--- src/rtl/microsequencer_stack.sv ---
// Registered LC-3 style microsequencer with an optional microcode return stack.
// Define MICROSEQUENCER_STACK_EN to build the return stack and call/ret handling.
module microsequencer_stack #(
   parameter int unsigned ADDR_W      = 6,
   parameter int unsigned OP_W        = 4,
   parameter int unsigned STACK_DEPTH = 4,
   parameter int unsigned RESET_ADDR  = 18
) (
   input  logic                           clk,
   input  logic                           reset,
   input  logic                           en,
   input  logic [ADDR_W-1:0]              j,
   input  logic [2:0]                     cond,
   input  logic                           ird,
   input  logic                           call,
   input  logic                           ret,
   input  logic [OP_W-1:0]                ir_op,
   input  logic                           ir_11,
   input  logic                           r,
   input  logic                           ben,
   input  logic                           psr_15,
   input  logic                           int_req,
   output logic [ADDR_W-1:0]              next_addr,
   output logic [ADDR_W-1:0]              state,
   output logic [$clog2(STACK_DEPTH):0]   stk_depth,
   output logic                           stk_ovf,
   output logic                           stk_unf
);

   logic [ADDR_W-1:0] r_state;
   logic [ADDR_W-1:0] w_cj;
   logic [ADDR_W-1:0] w_op_addr;

   // Condition-modified J field: one status bit ORed into a cond-selected position
   always_comb begin
      w_cj = j;
      case (cond)
         3'd1:    w_cj[1] = j[1] | r;
         3'd2:    w_cj[2] = j[2] | ben;
         3'd3:    w_cj[0] = j[0] | ir_11;
         3'd4:    w_cj[3] = j[3] | psr_15;
         3'd5:    w_cj[4] = j[4] | int_req;
         default: w_cj    = j;
      endcase
   end

   assign w_op_addr = ADDR_W'(ir_op);

`ifdef MICROSEQUENCER_STACK_EN
   localparam int unsigned PTR_W = $clog2(STACK_DEPTH);
   localparam int unsigned DEP_W = PTR_W + 1;

   logic [ADDR_W-1:0] r_stack [STACK_DEPTH];
   logic [DEP_W-1:0]  r_depth;
   logic              r_ovf;
   logic              r_unf;
   logic              w_full;
   logic              w_empty;
   logic              w_push;
   logic              w_pop;
   logic              w_ovf_ev;
   logic              w_unf_ev;
   logic [PTR_W-1:0]  w_top_idx;
   logic [PTR_W-1:0]  w_wr_idx;

   assign w_full    = (r_depth == DEP_W'(STACK_DEPTH));
   assign w_empty   = (r_depth == '0);
   assign w_top_idx = PTR_W'(r_depth - DEP_W'(1));
   assign w_wr_idx  = PTR_W'(r_depth);

   // ird overrides both stack ops; ret overrides call
   assign w_push   = en & ~ird & ~ret & call & ~w_full;
   assign w_ovf_ev = en & ~ird & ~ret & call &  w_full;
   assign w_pop    = en & ~ird &  ret & ~w_empty;
   assign w_unf_ev = en & ~ird &  ret &  w_empty;

   always_comb begin
      next_addr = w_cj;
      if (ird)
         next_addr = w_op_addr;
      else if (ret && !w_empty)
         next_addr = r_stack[w_top_idx];
   end

   // Stack contents need no reset; a write coinciding with reset is suppressed
   always_ff @(posedge clk) begin
      if (w_push && !reset)
         r_stack[w_wr_idx] <= r_state + ADDR_W'(1);
   end

   always_ff @(posedge clk or posedge reset) begin
      if (reset) begin
         r_depth <= '0;
         r_ovf   <= 1'b0;
         r_unf   <= 1'b0;
      end else begin
         if (w_push)
            r_depth <= r_depth + DEP_W'(1);
         else if (w_pop)
            r_depth <= r_depth - DEP_W'(1);
         if (w_ovf_ev)
            r_ovf <= 1'b1;
         if (w_unf_ev)
            r_unf <= 1'b1;
      end
   end

   assign stk_depth = r_depth;
   assign stk_ovf   = r_ovf;
   assign stk_unf   = r_unf;
`else
   logic w_unused;

   assign w_unused  = ^{call, ret};
   assign next_addr = ird ? w_op_addr : w_cj;
   assign stk_depth = '0;
   assign stk_ovf   = 1'b0;
   assign stk_unf   = 1'b0;
`endif

   // Current control-store state
   always_ff @(posedge clk or posedge reset) begin
      if (reset)
         r_state <= ADDR_W'(RESET_ADDR);
      else if (en)
         r_state <= next_addr;
   end

   assign state = r_state;

endmodule

--- config.mk ---
export PLATFORM = sky130hd
export DESIGN_NAME = microsequencer_stack
export DESIGN_NICKNAME = d
export VERILOG_FILES = /design/src/rtl/microsequencer_stack.sv
export SDC_FILE = /design/constraint.sdc
export NUM_CORES = 1
export LEC_CHECK = 0
export BUFFER_PORTS_ARGS = -buffer_cell sky130_fd_sc_hd__buf_4
export CORE_AREA = 5 5 42 44
export DETAILED_ROUTE_END_ITERATION = 12
export DIE_AREA = 0 0 47 49
export PLACE_DENSITY = 0.76
export SETUP_SLACK_MARGIN = 0.15
export SYNTH_ARGS = -nofsm -noshare
export SYNTH_HDL_FRONTEND = slang
export SYNTH_SLANG_ARGS = --single-unit
--- constraint.sdc ---
create_clock -name clk -period 0.8 [get_ports clk]
set_input_delay 0 -clock clk [delete_from_list [all_inputs] [get_ports clk]]
set_output_delay 0 -clock clk [all_outputs]
set_load 0.05 [all_outputs]
==> qor.yml <==
yosys:
  synth-async-reset-ratio_pct: 100
  yosysMostFrequentCell: "buf_4"
  yosysTopAreaCell: "dfrtp_1"
  yosysWarningCount: 0
  synthMuxAreaShare_pct: 16.1
  ys_seq_elements: 6
  synth_xor_area_share_pct: 0
  syn_area_um2: 420
  synth_area_leaders: "dfrtp_1 (24%), dfstp_2 (13%), mux2_4 (11%), buf_4 (8.9%), nor4bb_1 (7.1%)"
  seq_area_frac_synth_pct: 36.3
  ys_types: 19
  synth-compound-area-share_pct: 11.0
  syn-instance-count: 40
  synth_fa_ha_area_share_pct: 0
  synthTopCellsByCount: "buf_4 (5), dfrtp_1 (4)"
  synth_edf_count: 0
  synth_top_area_share_pct: 23.8
  synthSimpleGateAreaFrac_pct: 20.2
  syn_avg_cell_area_um2: 10.5
  ys.flop_type: "dfrtp_1"
  synth_top_family_by_area: "simple AND/OR/NAND/NOR gates"
floorplan:
  ios: 41
  die-area_um2: 2300
  core_um2: 1400
  die_w_um: 47
  start_util_pct: 30.0
  rows: 14
  die-height_um: 49
drt:
  wire_per_inst_um: 15.0
  drt-initial-drc-count: 0
  wirelength_um: 1490
  postRouteAntennaNets: 0
  vias: 458
  viasPerCell: 4.63
  first_pass_iters: 1
  drc: 0
job:
  drv_cap: 0
sta:
  setup_viol: 8
  slew_viol_final: 0
  fin_hold_ws_ns: 0.0161
  fmax_mhz: 1060
  setup_ws_ns: -0.141
  final-hold-violation-count: 0
  rsz0062_at_grt: "true"
  min_period_over_period_pct: 118
  period_needed_ns: 0.941
  final.setup_skew_ns: 0
worst_setup_path:
  worstPathCellList: "buf_8"
  max_stage_delay_ns: 0.55
  crit_required_ns: 0.80
  start_kind: "flop"
  end_kind: "primary output"
  path_delay_family: "flip-flops"
  arrival_ns: 0.94
  critPathBufInv: 1
  critical_path_class: "reg2out"
  slowest_stage: "dfstp_2"
  worstPathMaxFanout: 2
cells_and_area:
  area.growth.synth_to_final_pct: 126
  nets: 109
  fill_cells: 119
  largest_reg_flops: 6
  drive_above_1_share_pct: 81.9
  antenna_cells: 0
  post-route-cell-area_um2: 948
power:
  swShare_pct: 38.3
  total_power_mw: 1.40
  comb_power_share_pct: 52.4
  internal_power_mw: 0.862
  power_frac_seq_pct: 27.3
  p_per_area_nw_per_um2: 1470
  irDropWorstVdd_v: 0.00113
  p_leak_nw: 0.483
  p_switching_mw: 0.535
  p_clk_share_pct: 20.3
clock_network:
  cts_sinks: 6
  cts_buffer_depth: 2
  cts_buffers: 3
  root_buffer: "clkbuf_4"
  clock_latency_ns: 0.24
  clkTransAtPathRegs_ns: 0.05
  cts_tree: "built"
  h-tree-depth: 1
global_route:
  grt_pass1_wl_um: 2450
  grt_overflow: 0
  grt_pass1_vias: 555
  busiest_layer: "met2"
  antenna_found_initial: 0
  track_usage_pct: 14.6
  use_met2_pct: 26.0
  grt_max_degree: 10
  use_met1_pct: 15.3
  gr-usage-met3_pct: 5.17
hold_path:
  holdCritPathClass: "in2reg"
place:
  post-place-ws_ns: -0.218
  portBuffers: 33
  dpl_cell_area_um2: 732
  gp_congestion: 0.674
  dp_hpwl_um: 1030
status:
  outcome: "complete, but fails checks"
  violations: "negative setup slack"
## stage by stage
step	TNS, ns	util [%]	cells
6_report	-0.418	67.7	99
5_1_grt	-0.748	67.7	99
4_1_cts	-0.470	67.1	99
3_5_place_dp	-1.09	52.2	91
3_3_place_gp	-1.09	52.2	91
2_1_floorplan	-0.712	-	44
## path summary, 6_finish.rpt
check	cells after the start	slack, ns	endpoint	start
max reg2reg	3	-0.11	state[4]	state[4]
min reg2reg	1	0.54	state[2]	state[2]
min	2	0.02	state[4]	en
max in group asynchronous	3	0.32	state[1]	reset
max	1	-0.14	state[4]	state[4]
min in group asynchronous	3	0.23	state[0]	reset
## timing repair
action / CTS / global route
hold buffers: 1 / 0
pin swaps: 5 / 4
gates resized for setup: 33 / 2
hold endpoints to repair: 7 / 0
endpoints found under the setup margin: 17 / 18
setup buffers: 4 / 0
## cell usage in the layout (no fill, tap or decap)
master         netlist  layout
o22ai_2              0       1
dlygate4sd3_1        0       1
buf_6                1      12
dfrtp_2              0       4
or2b_1               1       1
nand4b_1             1       1
inv_1                3       1
mux2_2               2       2
nor4bb_4             0       3
nor2b_2              0       1
conb_1               1       5
buf_8                0       5
inv_2                0       2
a41oi_2              0       1
dfstp_2              2       2
buf_12               0       1
buf_4                5      24
nor2b_1              2       1
nor2_1               2       2
nand2b_1             3       3
a21oi_4              0       1
clkbuf_4             0       3
o31a_4               0       3
mux2_4               3       3
## kinds of logic after synthesis
logic type | after synthesis
multiplexers | 5
other | 1
flip-flops | 6
AND/OR/NAND/NOR | 12
AO/OA/AOI/OAI | 6
buffers and inverters | 10
## metal layers
layer,vias to the layer above,share of wire [%]
li1,216,-
met1,217,35
met2,25,55
met3,0,10
met4,0,0
met5,-,0
## power by group through the flow
stage | logic, mW | clock network [mW] | registers [mW]
after floorplan | 0.291 | 0 | 0.500
after global placement | 0.593 | 0 | 0.374
after detailed placement | 0.595 | 0 | 0.374
after CTS | 0.727 | 0.287 | 0.381
after global routing | 0.767 | 0.314 | 0.387
final | 0.732 | 0.284 | 0.381
## area by class of cell
type	count	area (µm²)	area share [%]
Clock buffer	3	22.5	2.37
Inverter	3	11.3	1.19
Multi-Input combinational cell	28	317	33.4
Sequential cell	6	158	16.6
Tap cell	16	20.0	2.11
Timing Repair Buffer	43	420	44.3
Note: power is estimated with default switching activity, not from simulation.
